**src/rtl/mdio_poll_arbiter_if.sv**
```systemverilog
// Request/response channel shared by the CPU register port and the MDIOCtrl port.
// The master drives requests and accepts responses; the slave does the reverse.
interface mdio_poll_arbiter_if;
    logic        req_valid;
    logic        req_ready;
    logic [4:0]  req_fiad;
    logic [4:0]  req_rgad;
    logic [15:0] req_data;
    logic        req_isWR;
    logic        resp_valid;
    logic        resp_ready;
    logic [15:0] resp_data;

    modport master (
        output req_valid, req_fiad, req_rgad, req_data, req_isWR, resp_ready,
        input  req_ready, resp_valid, resp_data
    );

    modport slave (
        input  req_valid, req_fiad, req_rgad, req_data, req_isWR, resp_ready,
        output req_ready, resp_valid, resp_data
    );
endinterface

```
**src/rtl/mdio_poll_arbiter.sv**
```systemverilog
// Shares the MDIOCtrl channel between the CPU port and a periodic BMSR poller; tracks link state.
// Optional MDIO_POLL_IRQ_EN adds a sticky link-change interrupt (irq_o / irq_clr_i).
module mdio_poll_arbiter #(
    parameter int       POLL_PERIOD = 1000000,
    parameter bit [4:0] PHY_ADDR    = 5'd1,
    parameter bit [4:0] STAT_REG    = 5'd1
) (
    input  logic                 clk_i,
    input  logic                 rst_i,
`ifdef MDIO_POLL_IRQ_EN
    output logic                 irq_o,
    input  logic                 irq_clr_i,
`endif
    input  logic                 poll_en_i,
    mdio_poll_arbiter_if.slave   cpu,
    mdio_poll_arbiter_if.master  mdio,
    output logic                 link_up_o,
    output logic                 link_chg_o,
    output logic [15:0]          stat_reg_o
);
    localparam int TW = $clog2(POLL_PERIOD);

    typedef enum logic [2:0] {
        IDLE, CPU_REQ, CPU_WAIT, CPU_RESP, POLL_REQ, POLL_WAIT
    } state_e;

    state_e        state_q, state_d;
    logic [TW-1:0] timer_q, timer_d;
    logic          pend_q, pend_d;
    logic          last_poll_q, last_poll_d;
    logic [4:0]    fiad_q, fiad_d, rgad_q, rgad_d;
    logic [15:0]   wdata_q, wdata_d;
    logic          iswr_q, iswr_d;
    logic [15:0]   rdata_q, rdata_d;
    logic [15:0]   stat_q, stat_d;
    logic          link_q, link_d;
    logic          chg_q, chg_d;
    logic          wrap, poll_win, poll_take;

    assign wrap     = poll_en_i && (timer_q == TW'(POLL_PERIOD - 1));
    assign poll_win = pend_q && (!last_poll_q || !cpu.req_valid);

    always_comb begin
        state_d         = state_q;
        last_poll_d     = last_poll_q;
        fiad_d          = fiad_q;
        rgad_d          = rgad_q;
        wdata_d         = wdata_q;
        iswr_d          = iswr_q;
        rdata_d         = rdata_q;
        stat_d          = stat_q;
        link_d          = link_q;
        chg_d           = 1'b0;
        poll_take       = 1'b0;
        cpu.req_ready   = 1'b0;
        cpu.resp_valid  = 1'b0;
        mdio.req_valid  = 1'b0;
        mdio.resp_ready = 1'b0;
        case (state_q)
            IDLE: begin
                if (poll_win) begin
                    poll_take   = 1'b1;
                    last_poll_d = 1'b1;
                    fiad_d      = PHY_ADDR;
                    rgad_d      = STAT_REG;
                    wdata_d     = 16'h0000;
                    iswr_d      = 1'b0;
                    state_d     = POLL_REQ;
                end else begin
                    // Ready is gated by reset so every handshake output reads 0 while held.
                    cpu.req_ready = !rst_i;
                    if (cpu.req_valid) begin
                        last_poll_d = 1'b0;
                        fiad_d      = cpu.req_fiad;
                        rgad_d      = cpu.req_rgad;
                        wdata_d     = cpu.req_data;
                        iswr_d      = cpu.req_isWR;
                        state_d     = CPU_REQ;
                    end
                end
            end
            CPU_REQ, POLL_REQ: begin
                mdio.req_valid = 1'b1;
                if (mdio.req_ready) state_d = (state_q == CPU_REQ) ? CPU_WAIT : POLL_WAIT;
            end
            CPU_WAIT: begin
                mdio.resp_ready = 1'b1;
                if (mdio.resp_valid) begin
                    rdata_d = mdio.resp_data;
                    state_d = CPU_RESP;
                end
            end
            CPU_RESP: begin
                cpu.resp_valid = 1'b1;
                if (cpu.resp_ready) state_d = IDLE;
            end
            POLL_WAIT: begin
                mdio.resp_ready = 1'b1;
                if (mdio.resp_valid) begin
                    stat_d  = mdio.resp_data;
                    link_d  = mdio.resp_data[2];
                    chg_d   = mdio.resp_data[2] != link_q;
                    state_d = IDLE;
                end
            end
            default: state_d = IDLE;
        endcase
    end

    // A fresh expiry in the same cycle as a poll start re-arms the pending flag.
    always_comb begin
        timer_d = poll_en_i ? (wrap ? '0 : timer_q + TW'(1)) : '0;
        if (!poll_en_i)     pend_d = 1'b0;
        else if (wrap)      pend_d = 1'b1;
        else if (poll_take) pend_d = 1'b0;
        else                pend_d = pend_q;
    end

    always_ff @(posedge clk_i or posedge rst_i) begin
        if (rst_i) begin
            state_q     <= IDLE;
            timer_q     <= '0;
            pend_q      <= 1'b0;
            last_poll_q <= 1'b0;
            fiad_q      <= '0;
            rgad_q      <= '0;
            wdata_q     <= '0;
            iswr_q      <= 1'b0;
            rdata_q     <= '0;
            stat_q      <= '0;
            link_q      <= 1'b0;
            chg_q       <= 1'b0;
        end else begin
            state_q     <= state_d;
            timer_q     <= timer_d;
            pend_q      <= pend_d;
            last_poll_q <= last_poll_d;
            fiad_q      <= fiad_d;
            rgad_q      <= rgad_d;
            wdata_q     <= wdata_d;
            iswr_q      <= iswr_d;
            rdata_q     <= rdata_d;
            stat_q      <= stat_d;
            link_q      <= link_d;
            chg_q       <= chg_d;
        end
    end

`ifdef MDIO_POLL_IRQ_EN
    logic irq_q;
    always_ff @(posedge clk_i or posedge rst_i) begin
        if (rst_i)          irq_q <= 1'b0;
        else if (chg_q)     irq_q <= 1'b1;
        else if (irq_clr_i) irq_q <= 1'b0;
    end
    assign irq_o = irq_q;
`endif

    assign mdio.req_fiad = fiad_q;
    assign mdio.req_rgad = rgad_q;
    assign mdio.req_data = wdata_q;
    assign mdio.req_isWR = iswr_q;
    assign cpu.resp_data = rdata_q;
    assign link_up_o     = link_q;
    assign link_chg_o    = chg_q;
    assign stat_reg_o    = stat_q;
endmodule
```
**src/flat_wrapper.sv**
```systemverilog
// flat-port wrapper written by rule: the top's interface ports become plain ports
module mdio_poll_arbiter_flat 
#(
    parameter int       POLL_PERIOD = 1000000,
    parameter bit [4:0] PHY_ADDR    = 5'd1,
    parameter bit [4:0] STAT_REG    = 5'd1
)
  (clk_i, rst_i, poll_en_i, link_up_o, link_chg_o, stat_reg_o, cpu_req_valid, cpu_req_fiad, cpu_req_rgad, cpu_req_data, cpu_req_isWR, cpu_resp_ready, cpu_req_ready, cpu_resp_valid, cpu_resp_data, mdio_req_valid, mdio_req_fiad, mdio_req_rgad, mdio_req_data, mdio_req_isWR, mdio_resp_ready, mdio_req_ready, mdio_resp_valid, mdio_resp_data);
  mdio_poll_arbiter_if cpu_i ();
  mdio_poll_arbiter_if mdio_i ();
  input  logic clk_i;
  input  logic rst_i;
  input  logic poll_en_i;
  output logic link_up_o;
  output logic link_chg_o;
  output logic [15:0] stat_reg_o;
  input wire logic [$bits(cpu_i.req_valid)-1:0] cpu_req_valid;
  input wire logic [$bits(cpu_i.req_fiad)-1:0] cpu_req_fiad;
  input wire logic [$bits(cpu_i.req_rgad)-1:0] cpu_req_rgad;
  input wire logic [$bits(cpu_i.req_data)-1:0] cpu_req_data;
  input wire logic [$bits(cpu_i.req_isWR)-1:0] cpu_req_isWR;
  input wire logic [$bits(cpu_i.resp_ready)-1:0] cpu_resp_ready;
  output wire logic [$bits(cpu_i.req_ready)-1:0] cpu_req_ready;
  output wire logic [$bits(cpu_i.resp_valid)-1:0] cpu_resp_valid;
  output wire logic [$bits(cpu_i.resp_data)-1:0] cpu_resp_data;
  output wire logic [$bits(mdio_i.req_valid)-1:0] mdio_req_valid;
  output wire logic [$bits(mdio_i.req_fiad)-1:0] mdio_req_fiad;
  output wire logic [$bits(mdio_i.req_rgad)-1:0] mdio_req_rgad;
  output wire logic [$bits(mdio_i.req_data)-1:0] mdio_req_data;
  output wire logic [$bits(mdio_i.req_isWR)-1:0] mdio_req_isWR;
  output wire logic [$bits(mdio_i.resp_ready)-1:0] mdio_resp_ready;
  input wire logic [$bits(mdio_i.req_ready)-1:0] mdio_req_ready;
  input wire logic [$bits(mdio_i.resp_valid)-1:0] mdio_resp_valid;
  input wire logic [$bits(mdio_i.resp_data)-1:0] mdio_resp_data;
  assign cpu_i.req_valid = cpu_req_valid;
  assign cpu_i.req_fiad = cpu_req_fiad;
  assign cpu_i.req_rgad = cpu_req_rgad;
  assign cpu_i.req_data = cpu_req_data;
  assign cpu_i.req_isWR = cpu_req_isWR;
  assign cpu_i.resp_ready = cpu_resp_ready;
  assign cpu_req_ready = cpu_i.req_ready;
  assign cpu_resp_valid = cpu_i.resp_valid;
  assign cpu_resp_data = cpu_i.resp_data;
  assign mdio_req_valid = mdio_i.req_valid;
  assign mdio_req_fiad = mdio_i.req_fiad;
  assign mdio_req_rgad = mdio_i.req_rgad;
  assign mdio_req_data = mdio_i.req_data;
  assign mdio_req_isWR = mdio_i.req_isWR;
  assign mdio_resp_ready = mdio_i.resp_ready;
  assign mdio_i.req_ready = mdio_req_ready;
  assign mdio_i.resp_valid = mdio_resp_valid;
  assign mdio_i.resp_data = mdio_resp_data;
  mdio_poll_arbiter #(.POLL_PERIOD(POLL_PERIOD), .PHY_ADDR(PHY_ADDR), .STAT_REG(STAT_REG)) u_core (.clk_i(clk_i), .rst_i(rst_i), .poll_en_i(poll_en_i), .cpu(cpu_i), .mdio(mdio_i), .link_up_o(link_up_o), .link_chg_o(link_chg_o), .stat_reg_o(stat_reg_o));
endmodule
```
**config.mk**
```make
export PLATFORM = sky130hd
export DESIGN_NAME = mdio_poll_arbiter_flat
export DESIGN_NICKNAME = d
export VERILOG_FILES = /design/src/rtl/mdio_poll_arbiter_if.sv /design/src/rtl/mdio_poll_arbiter.sv /design/src/flat_wrapper.sv
export SDC_FILE = /design/constraint.sdc
export NUM_CORES = 1
export LEC_CHECK = 0
export ABC_AREA = 1
export CORE_MARGIN = 5
export CORE_UTILIZATION = 46
export DETAILED_ROUTE_END_ITERATION = 16
export PLACE_DENSITY_LB_ADDON = 0.12
export SETUP_SLACK_MARGIN = 0.4
export SYNTH_ARGS = -nofsm -noshare
export SYNTH_HDL_FRONTEND = slang
export SYNTH_SLANG_ARGS = --single-unit
```
**constraint.sdc**
```tcl
create_clock -name clk_i -period 3.4 [get_ports clk_i]
set_input_delay 0.51 -clock clk_i [delete_from_list [all_inputs] [get_ports clk_i]]
set_output_delay 0.51 -clock clk_i [all_outputs]
set_load 0.02 [all_outputs]
```
==> results of run 1 <==
[state kept, by name, summed over array words and instances (netlist names)]
signal	cells
u_core.mdio.req_data	16
u_core.link_chg_o	1
u_core.last_poll_q	1
u_core.mdio.req_rgad	5
u_core.cpu.resp_data	16
u_core.mdio.req_fiad	5
u_core.timer_q	20
u_core.state_q	3
u_core.mdio.req_isWR	1
u_core.pend_q	1
u_core.stat_reg_o	16
[layer usage]
layer | track usage, % | vias up | share of wire (%)
met1 | 24.2 | 1405 | 45
met3 | 5.31 | 11 | 8.3
met4 | 6.62 | 0 | 1.1
met2 | 27.6 | 109 | 46
li1 | - | 1496 | -
met5 | 0 | - | 0
[path summary, 6_finish.rpt]
| kind | end | slack, ns | depth (start not counted) |
|---|---|---|---|
| min in group asynchronous | u_core.mdio.req_rgad[1] | 0.63 | 2 |
| setup / recovery | cpu_req_ready | 0.91 | 6 |
| hold reg to reg | u_core.last_poll_q | 0.48 | 2 |
| hold / removal | u_core.last_poll_q | 0.48 | 2 |
| setup reg to reg | u_core.timer_q[0] | 1.78 | 6 |
| max in group asynchronous | u_core.timer_q[6] | 2.11 | 3 |
[worst max-delay path, delay by kind of cell]
family | cells | cell delay [ns]
buffers and inverters | 2 | 1.10
AND/OR/NAND/NOR | 4 | 0.36
[stage by stage]
step	cells	hold WS (ns)	utilization, %
finish	609	0.477	65.5
global route	609	0.516	65.5
CTS	609	0.485	65.5
detailed placement	593	0.465	62.8
global placement	593	0.461	62.8
floorplan	387	0.442	-
[cells by family after synthesis]
logic type	share of synthesized area [%]
xor gates and xnor gates	2.41
adders and majority gates	0.344
buffers and inverters	6.13
and+or+nand+nor	21.0
AOI/OAI and AO/OA	11.6
DFF	58.5
[power by group]
| part | switching (mW) | internal [mW] |
|---|---|---|
| Combinational | 0.842 | 0.783 |
| Sequential | 0.157 | 1.30 |
| Clock | 0.373 | 0.365 |
| Total | 1.37 | 2.45 |
[area by class of cell]
type / count / area, sq um / area share (%)
multi-input cells: 252 / 1280 / 25.4
inverters: 38 / 146 / 2.89
repair buffers: 116 / 1170 / 23.1
clock buffers: 10 / 138 / 2.72
well taps: 102 / 128 / 2.52
flip-flops and latches: 85 / 2130 / 42.0
clock inverters: 6 / 70.1 / 1.38
[cell usage in the layout, fill, tap and decap left out, drive strengths merged]
cell type and n:
nor3b 1, nor3 2, xor2 6, bufinv 1, nand3 22, o22a 2, clkinv 6, ha 1
buf 2, a22o 25, clkbuf 10, clkdlybuf4s50 114, o21ai 35, a21oi 2, nor2 56, dfrtp 85
nand2 87, xnor2 4, inv 37, nand4 9
==> flow_metrics.env, run 1 <==
export IMPL_run_status="finished, final reports clean"
export IMPL_cts_resized=0
export IMPL_max_clock_freq_mhz=402
export IMPL_max_stage_delay_ns=0.60
export IMPL_synth_cell_area_sq_mm=0.00363
export IMPL_drv_cap=0
export IMPL_slew_hr_pct=48.0
export IMPL_crit_slowest_cell="sky130_fd_sc_hd__clkdlybuf4s50_1"
export IMPL_finalSetupViolCount=0
export IMPL_ant_nets=0
export IMPL_timing_critical_path_arrival_ns=1.98
export IMPL_post_cts_buffers=0
export IMPL_layout_cell_area_non_filler_sq_mm=0.00506
export IMPL_worstSkewPairLatency_ns=0.36
export IMPL_nature_of_the_critical_path_endpoint="output port"
export IMPL_grt_pass1_vias=2837
export IMPL_rr_startpoint="u_core.timer_q[0]"
export IMPL_wire_per_inst_um=13.9
export IMPL_post_route_min_period_ns=2.49
export IMPL_final_hold_viol_count=0
export IMPL_cts_num_sinks=85
export IMPL_most_instantiated_library_cell_after_synthesis="sky130_fd_sc_hd__dfrtp_1"
export IMPL_post_place_cell_area_sq_mm=0.00485
export IMPL_globalRoute_totalOverflow=0
export IMPL_post_synth_main_area_contributors="sky130_fd_sc_hd__dfrtp_1 59%, sky130_fd_sc_hd__nand2_1 8.6%, sky130_fd_sc_hd__a22o_1 6.0%, sky130_fd_sc_hd__nor2_1 5.3%, sky130_fd_sc_hd__o21ai_0 4.4%"
export IMPL_detail_placement_hpwl_um=6110
export IMPL_rows=32
export IMPL_total_drc_errors_in_the_routed_layout=0
export IMPL_worstPathCellList="clkdlybuf4s50_1 > nand2_1 > nand2_1 > nand2_1 > nor2_1 > clkdlybuf4s50_1"
export IMPL_io_pins=115
export IMPL_clk_root_buffer_cell="sky130_fd_sc_hd__clkbuf_8"
export IMPL_ys_dominant_reg_cell="sky130_fd_sc_hd__dfrtp_1"
export IMPL_cp_start_kind="primary input"
export IMPL_post_synth_num_cell_types=28
export IMPL_design_die_area_sq_mm=0.00978
export IMPL_final_period_utilization_pct=73.2
export IMPL_total_core_area_sq_mm=0.00773
export IMPL_final_layout_size_suffix_gt1_share_pct=6.31
export IMPL_die_h_um=98.9
export IMPL_final_max_slew_viol_count=0
export IMPL_antenna_diode_count=0
export IMPL_finalWirelength_um=8470
export IMPL_total_leakage_power_nw=2.31
export IMPL_post_synth_most_frequent_cells="85 x sky130_fd_sc_hd__dfrtp_1, 83 x sky130_fd_sc_hd__nand2_1, 51 x sky130_fd_sc_hd__nor2_1, 34 x sky130_fd_sc_hd__inv_1, 32 x sky130_fd_sc_hd__o21ai_0"
export IMPL_yosysWarningCount=0
export IMPL_critPathKind="in2out"
export IMPL_start_util_pct=47.0
export IMPL_placement_setup_worst_slack_ns=0.916
export IMPL_cp_common_cell="sky130_fd_sc_hd__nand2_1"
export IMPL_mappedNetlistNets=438
export IMPL_cp_startpoint="cpu_req_valid"
export IMPL_syn_area_per_cell_sq_um=9.39
export IMPL_hp_start="u_core.last_poll_q"
export IMPL_post_cts_hold_buffer_count=0
export IMPL_layout_filler_cells=602
export IMPL_post_drt_via_cell_ratio=4.96
export IMPL_detailedRoute_firstPassIterationCount=4
export IMPL_die_width_um=98.9
export IMPL_hp_class="reg2reg"
export IMPL_cts_buffers_inserted=9
export IMPL_timing_setup_tns_ns=0
export IMPL_clkSlewWorstSetupHoldPaths_ns=0.08
export IMPL_fin_clk_skew_ns=0.0138
export IMPL_rsz0062_at_grt="false"
export IMPL_synthToLayoutAreaGrowth_pct=39.3
export IMPL_dr_total_vias=3021
export IMPL_cts_htree_levels=3
export IMPL_yosysTopAreaCell="sky130_fd_sc_hd__dfrtp_1"
export IMPL_grt_first_pass_wirelength_um=14100
export IMPL_gp_congestion=0.844
export IMPL_peakVddDrop_mv=0.457
export IMPL_postSynthRegisterBits=85
export IMPL_tritoncts_clock_tree="yes"
export IMPL_netlist_instances=387
export IMPL_synth_top_area_share_pct=58.5
export IMPL_grt_max_degree=45
export IMPL_clock_path_buffers=2
export IMPL_max_slew_worst_pin_slew_ns=0.779
export IMPL_pwr_density_cell_mw_per_mm2=754
export IMPL_initial_antenna_violation_count=0
export IMPL_number_of_enable_flip_flop_cells_after_synthesis=0
export IMPL_seq_area_frac_synth_pct=58.5
export IMPL_port_buffer_count=114
export IMPL_drt_first_iter_violations=98
export IMPL_total_power_mw=3.82
export IMPL_post_layout_net_count=553
export IMPL_timing_critical_path_fanout_max=2
export IMPL_grtUsageTotal_pct=18.0
export IMPL_asyncSetResetFlopFracSynth_pct=100
export IMPL_postLayoutSetupSlackWorst_ns=0.910
export IMPL_cp_data_required_time_ns=2.89
No activity file was read; power rests on OpenSTA's default activity.
==> inputs of run 2 (changes only) <==
--- a/config.mk
+++ b/config.mk
@@ -7,7 +7,7 @@
 export LEC_CHECK = 0
 export ABC_AREA = 1
 export CORE_MARGIN = 5
-export CORE_UTILIZATION = 46
+export CORE_UTILIZATION = 42
 export DETAILED_ROUTE_END_ITERATION = 16
 export PLACE_DENSITY_LB_ADDON = 0.12
 export SETUP_SLACK_MARGIN = 0.4
==> constraint.sdc (replaced) <==
create_clock -name clk_i -period 2.2 [get_ports clk_i]
set_input_delay 0.33 -clock clk_i [delete_from_list [all_inputs] [get_ports clk_i]]
set_output_delay 0.33 -clock clk_i [all_outputs]
set_load 0.02 [all_outputs]
==> run 2 against run 1 <==
Against the previous run: register-to-register slack got worse by 1.2 ns; cell area up 0.47%; total power increased by 54%; utilization fell by 6.3 points; clock power is 45% higher; clock-buffer cell count unchanged; wire length up 0.38%; non-clock buffer count increased by 4; clock skew decreased by 0.0062 ns; critical endpoint unchanged; highest routed layer unchanged.
==> flow_metrics.env, run 2 (synthesis results as in run 1) <==
export IMPL_grt_max_degree=86
export IMPL_finalWirelength_um=8500
export IMPL_final_layout_size_suffix_gt1_share_pct=8.63
export IMPL_post_route_min_period_ns=1.75
export IMPL_post_layout_net_count=557
export IMPL_clkSlewWorstSetupHoldPaths_ns=0.08
export IMPL_hold_path_endpoint="u_core.last_poll_q"
export IMPL_dr_total_vias=3010
export IMPL_worst_r2r_endpoint="u_core.timer_q[9]"
export IMPL_grt_pass1_vias=2931
export IMPL_peakVddDrop_mv=0.573
export IMPL_placement_setup_worst_slack_ns=0.0952
export IMPL_port_buffer_count=114
export IMPL_post_cts_hold_buffer_count=0
export IMPL_drv_cap=0
export IMPL_timing_critical_path_arrival_ns=1.42
export IMPL_post_drt_via_cell_ratio=4.87
export IMPL_drt_first_iter_violations=88
export IMPL_initial_antenna_violation_count=0
export IMPL_timing_critical_path_fanout_max=5
export IMPL_finalSetupViolCount=0
export IMPL_critical_path_n_buffers_inverters=2
export IMPL_critPathKind="reg2out"
export IMPL_grtUsageTotal_pct=16.3
export IMPL_timing_setup_tns_ns=0
export IMPL_final_period_utilization_pct=79.7
export IMPL_detailedRoute_firstPassIterationCount=4
export IMPL_cp_data_required_time_ns=1.87
export IMPL_rsz0062_at_grt="true"
export IMPL_antenna_diode_count=0
export IMPL_worst_path_dominant_cell_family="flip-flops"
export IMPL_die_h_um=103
export IMPL_hold_depth=2
export IMPL_max_slew_worst_pin_slew_ns=0.569
export IMPL_nature_of_the_critical_path_endpoint="output port"
export IMPL_cp_depth=6
export IMPL_cp_start_kind="register"
export IMPL_max_clock_freq_mhz=570
export IMPL_crit_slowest_cell="sky130_fd_sc_hd__dfrtp_2"
export IMPL_hp_class="reg2reg"
export IMPL_run_status="finished, final reports clean"
export IMPL_tritoncts_clock_tree="yes"
export IMPL_final_hold_viol_count=0
export IMPL_reg2reg_setup_slack_ns=0.62
export IMPL_postLayoutSetupSlackWorst_ns=0.447
export IMPL_top_register="u_core.timer_q"
export IMPL_total_drc_errors_in_the_routed_layout=0
export IMPL_cts_num_sinks=85
export IMPL_synthToLayoutAreaGrowth_pct=39.9
export IMPL_clk_root_buffer_cell="sky130_fd_sc_hd__clkbuf_8"
export IMPL_final_max_slew_viol_count=0
export IMPL_die_width_um=103
export IMPL_fin_clk_skew_ns=0.00760
export IMPL_worstSkewPairLatency_ns=0.34
export IMPL_globalRoute_totalOverflow=0
export IMPL_clock_path_buffers=2
export IMPL_ant_nets=0
export IMPL_total_core_area_sq_mm=0.00859
export IMPL_wire_per_inst_um=13.8
export IMPL_gp_congestion=0.893
export IMPL_cp_common_cell="sky130_fd_sc_hd__nand2_2"
export IMPL_largest_register_ff_count=20
export IMPL_worstPathCellList="nor2_4 > nand2_2 > inv_2 > nand2_2 > nor2_2 > buf_4"
export IMPL_start_util_pct=42.3
export IMPL_cts_htree_levels=3
export IMPL_layout_common_cells="110 x sky130_fd_sc_hd__clkdlybuf4s50_1, 83 x sky130_fd_sc_hd__dfrtp_1, 81 x sky130_fd_sc_hd__nand2_1"
export IMPL_total_leakage_power_nw=2.30
export IMPL_pwr_density_cell_mw_per_mm2=1160
export IMPL_slew_hr_pct=62.0
export IMPL_design_die_area_sq_mm=0.0106
export IMPL_rr_startpoint="u_core.timer_q[0]"
export IMPL_most_common_cell_after_layout_fill_and_taps_aside="sky130_fd_sc_hd__clkdlybuf4s50_1"
export IMPL_detail_placement_hpwl_um=6030
export IMPL_cts_buffers_inserted=9
export IMPL_grt_first_pass_wirelength_um=13800
export IMPL_hp_start="u_core.last_poll_q"
export IMPL_io_pins=115
export IMPL_rr_worst_depth=6
export IMPL_rows=34
export IMPL_max_stage_delay_ns=0.47
==> run 2: cell count changes in the layout (fill, tap and decap cells not counted), sizes merged <==
cell,before,now
buf,2,9
clkbuf,10,11
clkdlybuf4s50,114,110
clkinv,6,1
clkinvlp,0,4
==> run 2: cell type report <==
cell class / instances / area, sq um
well taps: 108 / 135
multi-input cells: 252 / 1300
clock buffers: 10 / 128
flip-flops and latches: 85 / 2130
repair buffers: 120 / 1180
clock inverters: 5 / 61.3
fillers: 751 / 3510
inverters: 38 / 149
==> run 2: where the power goes <==
group	leakage, nW	switching [mW]	internal [mW]	total (mW)
Clock	0.0850	0.546	0.523	1.07
Combinational	1.11	1.32	1.23	2.55
Sequential	1.11	0.255	2.01	2.27
Total	2.30	2.12	3.76	5.88
==> run 2: worst register-to-register path: cells and delay by family (launching register included) <==
| family | cells | cell delay (ns) |
|---|---|---|
| simple gates | 5 | 0.85 |
| flops | 1 | 0.40 |
| fa+ha+maj | 1 | 0.21 |
==> run 2: worst max-delay path by stage <==
stage	start	end
6_report	u_core.state_q[1]	cpu_req_ready
5_1_grt	u_core.state_q[1]	cpu_req_ready
4_1_cts	u_core.state_q[1]	cpu_req_ready
3_5_place_dp	cpu_req_valid	cpu_req_ready
3_3_place_gp	cpu_req_valid	cpu_req_ready
2_1_floorplan	u_core.state_q[1]	cpu_req_ready
==> run 2: per-stage QoR <==
step	total power, mW	cell area, sq um	hold slack (ns)	utilization (%)	cells
5_1_grt	6.25	5090	0.501	59.2	618
3_3_place_gp	4.78	4870	0.466	56.7	600
4_1_cts	5.90	5060	0.490	58.9	615
6_report	5.88	5090	0.486	59.2	618
2_1_floorplan	3.63	3640	0.442	-	387
3_5_place_dp	4.82	4870	0.468	56.7	600
==> run 2: what timing repair did <==
| item | in CTS | in global routing |
|---|---|---|
| pin swaps | 0 | 2 |
| endpoints found under the hold margin | 0 | 0 |
| gates resized for setup | 8 | 16 |
| setup endpoints to repair | 4 | 6 |
| setup buffers | 0 | 3 |
==> run 2: routing by layer <==
metal | track usage, % | wire (um)
met1 | 22.0 | 3890
met2 | 26.1 | 3900
met3 | 4.06 | 612
met4 | 4.58 | 104
met5 | 0 | 0
